===== config.mk =====
export PLATFORM = sky130hd
export DESIGN_NAME = pipeline_ctrl_unit
export DESIGN_NICKNAME = d
export VERILOG_FILES = /design/src/rtl/pipeline_ctrl_pkg.sv /design/src/rtl/pipeline_ctrl_unit_sat_counter.sv /design/src/rtl/pipeline_ctrl_unit.sv
export SDC_FILE = /design/constraint.sdc
export NUM_CORES = 1
export LEC_CHECK = 0
export ABC_AREA = 1
export BUFFER_PORTS_ARGS = -buffer_cell sky130_fd_sc_hd__buf_4
export CORE_ASPECT_RATIO = 1.1
export CORE_MARGIN = 3
export CORE_UTILIZATION = 35
export CTS_BUF_LIST = sky130_fd_sc_hd__clkbuf_4
export CTS_CLUSTER_SIZE = 40
export DETAILED_ROUTE_END_ITERATION = 12
export GPL_ROUTABILITY_DRIVEN = 0
export PLACE_DENSITY = 0.55
export SLEW_MARGIN = 20
export SYNTH_ARGS = -nofsm -noshare
export SYNTH_HDL_FRONTEND = slang
export SYNTH_SLANG_ARGS = --single-unit

===== constraint.sdc =====
create_clock -name clk -period 1.96 [get_ports clk]
set_input_delay 0.196 -clock clk [delete_from_list [all_inputs] [get_ports clk]]
set_output_delay 0.196 -clock clk [all_outputs]
set_load 0.02 [all_outputs]

===== src/rtl/pipeline_ctrl_pkg.sv =====
// Shared types and constants for the pipeline stall/flush controller.
// Also holds the bubble encoding used by the cpu pipeline registers.
package pipeline_ctrl_pkg;

  localparam int unsigned NUM_STAGES = 5;
  localparam int unsigned REG_W      = 5;
  localparam int unsigned WAIT_W     = 4;

  localparam int unsigned ST_PC      = 0;
  localparam int unsigned ST_IF_ID   = 1;
  localparam int unsigned ST_ID_EXE  = 2;
  localparam int unsigned ST_EXE_MEM = 3;
  localparam int unsigned ST_MEM_WB  = 4;

  // A flushed pipeline register loads all-zero control and instruction fields.
  localparam logic [31:0] BUBBLE_INSTR = 32'h0000_0000;

  localparam logic [NUM_STAGES-1:0] EN_ALL  = '1;
  localparam logic [NUM_STAGES-1:0] EN_NONE = '0;

  typedef enum logic [1:0] {
    S_IDLE     = 2'd0,
    S_RUN      = 2'd1,
    S_MEM_WAIT = 2'd2
  } ctrl_state_e;

  // Registers younger than the resolve stage (IF_ID..br_stage) get a bubble on redirect.
  function automatic logic [NUM_STAGES-1:0] redirect_flush(input int unsigned br_stage);
    logic [NUM_STAGES-1:0] m;
    m = '0;
    for (int unsigned k = 1; k < NUM_STAGES; k++) m[k] = (k <= br_stage);
    return m;
  endfunction

endpackage


===== src/rtl/pipeline_ctrl_unit_sat_counter.sv =====
// Saturating up-counter with synchronous clear; holds at all-ones.
module sat_counter #(
  parameter int unsigned W = 32
) (
  input  logic         clk,
  input  logic         arst,
  input  logic         clr_i,
  input  logic         en_i,
  output logic [W-1:0] cnt_o
);

  logic [W-1:0] cnt_q;
  logic [W-1:0] cnt_d;

  always_comb begin
    cnt_d = cnt_q;
    if (clr_i)                   cnt_d = '0;
    else if (en_i && ~&cnt_q)    cnt_d = cnt_q + W'(1);
  end

  always_ff @(posedge clk or posedge arst) begin
    if (arst) cnt_q <= '0;
    else      cnt_q <= cnt_d;
  end

  assign cnt_o = cnt_q;

endmodule


===== src/rtl/pipeline_ctrl_unit.sv =====
// Central stall/flush controller for the 5-stage core: load-use stalls,
// branch redirect flushes and multi-cycle data-memory waits, plus perf counters.
module pipeline_ctrl_unit
  import pipeline_ctrl_pkg::*;
#(
  parameter int unsigned BR_STAGE = 3,
  parameter int unsigned MEM_LAT  = 1,
  parameter int unsigned CNT_W    = 32
) (
  input  logic                  clk,
  input  logic                  arst,
  input  logic                  enable,
  input  logic [REG_W-1:0]      id_rs1,
  input  logic [REG_W-1:0]      id_rs2,
  input  logic                  id_uses_rs2,
  input  logic [REG_W-1:0]      exe_rd,
  input  logic                  exe_mem_read,
  input  logic                  redirect_valid,
  input  logic                  mem_req,
  output logic [NUM_STAGES-1:0] stage_en,
  output logic [NUM_STAGES-1:0] stage_flush,
  output logic                  pc_redirect,
  output logic [1:0]            ctrl_state,
  output logic [CNT_W-1:0]      stall_cnt,
  output logic [CNT_W-1:0]      redirect_cnt
);

  localparam bit                    HAS_WAIT  = (MEM_LAT > 1);
  localparam logic [WAIT_W-1:0]     WAIT_INIT = WAIT_W'((MEM_LAT > 1) ? (MEM_LAT - 2) : 0);
  localparam logic [NUM_STAGES-1:0] BR_FLUSH  = redirect_flush(BR_STAGE);

  ctrl_state_e       state_q, state_d;
  logic [WAIT_W-1:0] cnt_q, cnt_d;
  logic              issue;
  logic              load_use;
  logic              stall_inc;

  assign load_use = exe_mem_read && (exe_rd != '0) &&
                    ((exe_rd == id_rs1) || (id_uses_rs2 && (exe_rd == id_rs2)));

  always_ff @(posedge clk or posedge arst) begin
    if (arst) begin
      state_q <= S_IDLE;
      cnt_q   <= '0;
    end else begin
      state_q <= state_d;
      cnt_q   <= cnt_d;
    end
  end

  // Next state plus the run-time hazard priority (redirect > load-use > advance).
  always_comb begin
    state_d     = state_q;
    cnt_d       = cnt_q;
    stage_en    = EN_NONE;
    stage_flush = '0;
    pc_redirect = 1'b0;
    issue       = 1'b0;

    case (state_q)
      S_IDLE: begin
        if (enable) state_d = S_RUN;
      end
      S_RUN: begin
        if (!enable) begin
          state_d = S_IDLE;
          cnt_d   = '0;
        end else if (HAS_WAIT && mem_req) begin
          state_d = S_MEM_WAIT;
          cnt_d   = WAIT_INIT;
        end else begin
          issue = 1'b1;
        end
      end
      S_MEM_WAIT: begin
        if (!enable) begin
          state_d = S_IDLE;
          cnt_d   = '0;
        end else if (cnt_q != '0) begin
          cnt_d = cnt_q - WAIT_W'(1);
        end else begin
          issue   = 1'b1;
          state_d = S_RUN;
        end
      end
      default: begin
        state_d = S_IDLE;
        cnt_d   = '0;
      end
    endcase

    if (issue) begin
      if (redirect_valid) begin
        stage_en    = EN_ALL;
        stage_flush = BR_FLUSH;
        pc_redirect = 1'b1;
      end else if (load_use) begin
        stage_en                = EN_ALL;
        stage_en[ST_PC]         = 1'b0;
        stage_en[ST_IF_ID]      = 1'b0;
        stage_flush[ST_ID_EXE]  = 1'b1;
      end else begin
        stage_en = EN_ALL;
      end
    end
  end

  assign ctrl_state = state_q;
  assign stall_inc  = (state_q != S_IDLE) && !stage_en[ST_PC];

  sat_counter #(.W(CNT_W)) u_stall_cnt (
    .clk   (clk),
    .arst  (arst),
    .clr_i (1'b0),
    .en_i  (stall_inc),
    .cnt_o (stall_cnt)
  );

  sat_counter #(.W(CNT_W)) u_redirect_cnt (
    .clk   (clk),
    .arst  (arst),
    .clr_i (1'b0),
    .en_i  (pc_redirect),
    .cnt_o (redirect_cnt)
  );

endmodule


After elaboration in Yosys (flattened, before gate mapping) --
Index checks and enable logic that the tools add are counted.
Cells by class: muxes and demuxes 23, bitwise logic cells 1, reduce and logical (&&, ||, !) cells 18, equal/unequal tests 8, add/sub/neg operators 3
Operators with widths (number):
- $add A32 B1 Y32 const B | 2
- $reduce_and A32 Y1 | 2
- $mux W4 | 4
- $mux W2 | 7
- $pmux W4 S3 | 1
- $eq A5 B5 Y1 | 2
- $mux W1 | 8
- $logic_and A1 B1 Y1 | 6
- $ne A3 B3 Y1 const B | 2
- $pmux W2 S3 | 1
- $reduce_and A3 Y1 | 2
- $mux W5 | 1
- $reduce_bool A5 Y1 | 1
- $ne A2 B2 Y1 const B | 2
- $reduce_bool A4 Y1 | 1
- $sub A4 B1 Y4 const B | 1
- $logic_not A1 Y1 | 3
- $eq A2 B1 Y1 const B | 1
- $eq A2 B2 Y1 const B | 1
- $logic_not A2 Y1 | 1
- $pmux W1 S2 | 1
- $reduce_bool A2 Y1 | 1
- $logic_or A1 B1 Y1 | 1
- $not A1 Y1 | 1
Storage, ports and cells: register bits after elaboration 70, logic and storage cells 57, input port bits 22

Logic depth before layout (Yosys ltp) --
depth in word-level cells 10, mapped depth 12

Cells and area by module --
From an unflattened synthesis, not the netlist that was laid out.
Second synthesis, totals: cells, all modules 789, area total of the unflattened synthesis 4924.7 µm²
Modules (own cells, without submodules):
- sat_counter | cells each 356, seq. area each 800.8 µm², area each 2270.9 µm², times used 2
- pipeline_ctrl_unit | cells each 77, seq. area each 25.0 µm², area each 382.9 µm², times used 1

Worst setup path after synthesis --
Ideal clock, no wire load.
kind reg2reg, start register u_stall_cnt.cnt_q[0], in the netlist u_stall_cnt.cnt_o[0], end register u_stall_cnt.cnt_q[2], in the netlist u_stall_cnt.cnt_o[2], data required time 1.842 ns, setup time 0.118 ns, period minus slack after synthesis 1.790 ns, slack 0.170 ns, stages on the path, launching flop included 10, data arrival time 1.672 ns, cell sequence dfrtp_1 -> ha_1 -> nand3_2 -> nor2_4 -> nand3_2 -> nor2_4 -> nand3b_4 -> buf_2 -> nand4_1 -> nand2_1
Between the ends: cells in the longest elaborated chain, start to end 3, elaborated cells on any way between the ends 4
RTL lines:
- start, declared | RTL line pipeline_ctrl_unit_sat_counter.sv:12 | logic [W-1:0] cnt_q;
- start signal, assigned | RTL line pipeline_ctrl_unit_sat_counter.sv:23 | else cnt_q <= cnt_d;
- parallel branches: the longest is 3 deep, another holds $add A32 B1 Y32
Parallel ways; which one is timed is not known. A chain may end at the register's enable or synchronous reset.

Final worst setup path --
start register u_redirect_cnt.cnt_q[1], in the netlist u_redirect_cnt.cnt_o[1], end register u_redirect_cnt.cnt_q[2], in the netlist u_redirect_cnt.cnt_o[2]
Between the ends: cells in the longest elaborated chain, start to end 3, elaborated cells on any way between the ends 4
RTL lines (RTL line):
- start, declared | pipeline_ctrl_unit_sat_counter.sv:12
- start signal, assigned | pipeline_ctrl_unit_sat_counter.sv:23
- parallel branches: the longest is 3 deep, another holds $add A32 B1 Y32
Parallel ways; which one is timed is not known.

==> qor.csv <==
stage,metric,value,unit
drt,vias,4558,
timing,whs,71.27,ps
yosys,yosys.area_share.simple,44.21,%
clocking,cts_setup_buffers,0,
min_path,worstHoldStart,enable,
yosys,synth_top_area_share,35.36,%
timing,setup_viol,0,
yosys,yosysWarnings,0,
yosys,synth.cell_area,4599,um2
die,dieHeight,126.2,um
job,max_cap_viol_count,0,
timing,rsz0062_at_grt,false,
global_route,grt_pass1_vias,4379,
worst_setup_path,cp_slowest_cell,dfrtp_1,
die,fp.dieW,115.3,um
drt,drt-met1-wl,5.311,mm
clocking,h-tree-depth,3,
finish,syn_to_final_growth,22.12,%
timing,hold_viol,0,
clocking,cts_tree,built,
worst_setup_path,cp.required,2300,ps
drt,firstDrtPassIters,5,
worst_setup_path,cpPeakStageDelay,450,ps
finish,fin_util,44.05,%
finish,layout-drive-gt1-share,18.85,%
finish,regArea,1628,um2
timing,min_period_over_period,91.15,%
timing,worst_pin_slew,534.1,ps
min_path,whs_path_depth,3,
worst_setup_path,r2r_cells,10,
finish,diodes,0,
worst_setup_path,r2r-end,u_redirect_cnt.cnt_o[2]$_DFFE_PP0P_,
worst_setup_path,r2r-start,u_redirect_cnt.cnt_o[1]$_DFFE_PP0P_,
pwr,leakage,2.913,nW
die,coreArea,12750,um2
timing,period_needed,1787,ps
clocking,cts_buffers,9,
worst_setup_path,end_kind,register,
drt,avgViaCountPerCell,4.864,
global_route,gr-total-overflow,0,
drt,wl_met2,6.808,mm
worst_setup_path,regToRegSetupSlack,170,ps
timing,relSlewSlack,64.34,%
yosys,synth_fa_ha_area_share,0.8161,%
pwr,p_per_area,651.9,nW/um2
run_status,outcome,"complete, no violations",
clocking,root_buffer,clkbuf_4,
yosys,synth.area.top_cells,"dfrtp_1, nand2_1, nor2_1",
drt,antenna_left,0,
yosys,synth_cells,679,
timing,fin_ws,173.4,ps
finish,most-common-layout-cells,"nand2_1, buf_4, nor2_1",
pwr,peakVddDrop,0.0005110,V
worst_setup_path,crit_arrival,2130,ps
drt,drt-wirelength-per-cell,13.77,um
drt,drc,0,
yosys,synth_top_family_by_area,simple AND/OR/NAND/NOR gates,
worst_setup_path,path_class,register to register,
worst_setup_path,startpoint_type,register,
clocking,clockBufferDepth,2,
timing,fin_tns_setup,0,ps
finish,multiInputGateArea,2600,um2
yosys,ys_ff_latch,65,
placement,pre_cts_slack,92.25,ps
clocking,cts.sinks,65,
timing,maxSlewViolCount,0,
drt,drt_iter0_markers,217,
min_path,hp-class,input pin to register,
finish,mostFrequentLayoutCell,nand2_1,
yosys,synth-xor-area-share,10.09,%
yosys,synth_top_cell_by_area,dfrtp_1,
finish,nFillCells,1321,
worst_setup_path,cp_max_fo,27,
clocking,clk_pin_slew,100,ps
placement,io_buffer_count,94,
pwr,total_power,0.003662,W
die,initial_core_util,36.07,%
yosys,syn_area_per_cell,6.774,um2
worst_setup_path,path_cells,ha_1 -> nand3_2 -> inv_2 -> nand2_2 -> nor2_2 -> nand2_1 -> nand2_2 -> buf_12 -> nand2_1 -> o21ai_0,
min_path,worstHoldEndpoint,ctrl_state[0]$_DFFE_PP0P_,
drt,wl_met3,585,um
yosys,synthDistinctLibCells,27,
drt,topRoutingLayerUsed,met4,
die,die_area,14550,um2
global_route,grtUsageTotal,18.22,%
drt,drt_wl_total,12.90,mm
yosys,ys_seq_area_share,35.36,%
timing,fin_worst_skew,14.75,ps
die,io_pins,99,
clocking,clk_latency,430,ps
placement,dp_hpwl,10.02,mm
global_route,grt_pass1_wl,21.36,mm
global_route,antenna_found_initial,0,
die,num_rows,43,
timing,fmaxAchievable,0.5597,GHz
yosys,synth_compound_area_share,0.7617,%
yosys,synth_mux_area_share,0,%
finish,fin_nets,801,
global_route,grt_max_degree,37,
==> power by group <==
| part | total, W | internal (W) | switching (W) |
|---|---|---|---|
| Clock | 0.000747 | 0.000255 | 0.000492 |
| Sequential | 0.00159 | 0.00144 | 0.000152 |
| Combinational | 0.00132 | 0.000487 | 0.000835 |
| Total | 0.00366 | 0.00218 | 0.00148 |
==> through the flow <==
stage                     instance area (um2)  std cells
final                                    5617        937
after global routing                     5617        937
after CTS                                5587        937
after detailed placement                 5478        921
after global placement                   5478        921
after floorplan                          4607        681
==> cell usage after synthesis (all sizes together) <==
cell and instances:
nand4 45, xnor2 25, nor3b 1, nor3 12, dfrtp 65, buf 26, nand2 296, nor2 81
inv 54, nand3 24, xor2 28, nand3b 8, conb 1, clkbuf 2, ha 3, o21ai 7
nor4 1
==> worst max-delay path: cells and delay by family (launching register included) <==
family          cells  cell delay (ps)
fa+ha+maj           1              260
buf+inv             2              260
compound gates      1               70
simple gates        6              660
flops               1              450
==> sequential cells by signal, indices dropped and copies added (netlist names) <==
signal	flops
ctrl_state	1
u_redirect_cnt.cnt_o	32
u_stall_cnt.cnt_o	32
==> metal layers <==
layer  track usage [%]  up-vias
li1                  -     2312
met1             22.23     2127
met2             31.81      103
met3             3.748       16
met4             5.801        0
met5                 0        -
==> worst max path at each step <==
stage | from | to | slack (ps) | cells after the start
4_1_cts | u_redirect_cnt.cnt_o[1]$_DFFE_PP0P_ | u_redirect_cnt.cnt_o[7]$_DFFE_PP0P_ | 80 | 10
5_1_grt | u_redirect_cnt.cnt_o[1]$_DFFE_PP0P_ | u_redirect_cnt.cnt_o[16]$_DFFE_PP0P_ | 10 | 10
3_5_place_dp | u_redirect_cnt.cnt_o[1]$_DFFE_PP0P_ | u_redirect_cnt.cnt_o[28]$_DFFE_PP0P_ | 90 | 10
6_report | u_redirect_cnt.cnt_o[1]$_DFFE_PP0P_ | u_redirect_cnt.cnt_o[2]$_DFFE_PP0P_ | 170 | 10
3_3_place_gp | u_redirect_cnt.cnt_o[1]$_DFFE_PP0P_ | u_redirect_cnt.cnt_o[17]$_DFFE_PP0P_ | 140 | 10
2_1_floorplan | arst | ctrl_state[0]$_DFFE_PP0P_ | 140 | 1
==> final cells by class <==
type / instances / share of cell area, %
multi-input cells: 534 / 46.29
flip-flops and latches: 65 / 28.98
repair buffers: 112 / 15.82
inverters: 54 / 3.653
well taps: 157 / 3.497
clock buffers: 10 / 1.337
clock inverters: 5 / 0.4233
==> logic make-up after synthesis <==
family | count (synthesis)
and+or+nand+nor | 468
buffers and inverters | 82
DFF | 65
xor gates and xnor gates | 53
AOI/OAI and AO/OA | 7
adders and majority gates | 3
other | 1
==> timing repair <==
action                                  CTS  global route
resized for setup                         0             9
endpoints found under the hold margin    19             0
hold buffers                              1             0
endpoints found under the setup margin    0            56
(Power assumes the default switching activity.)
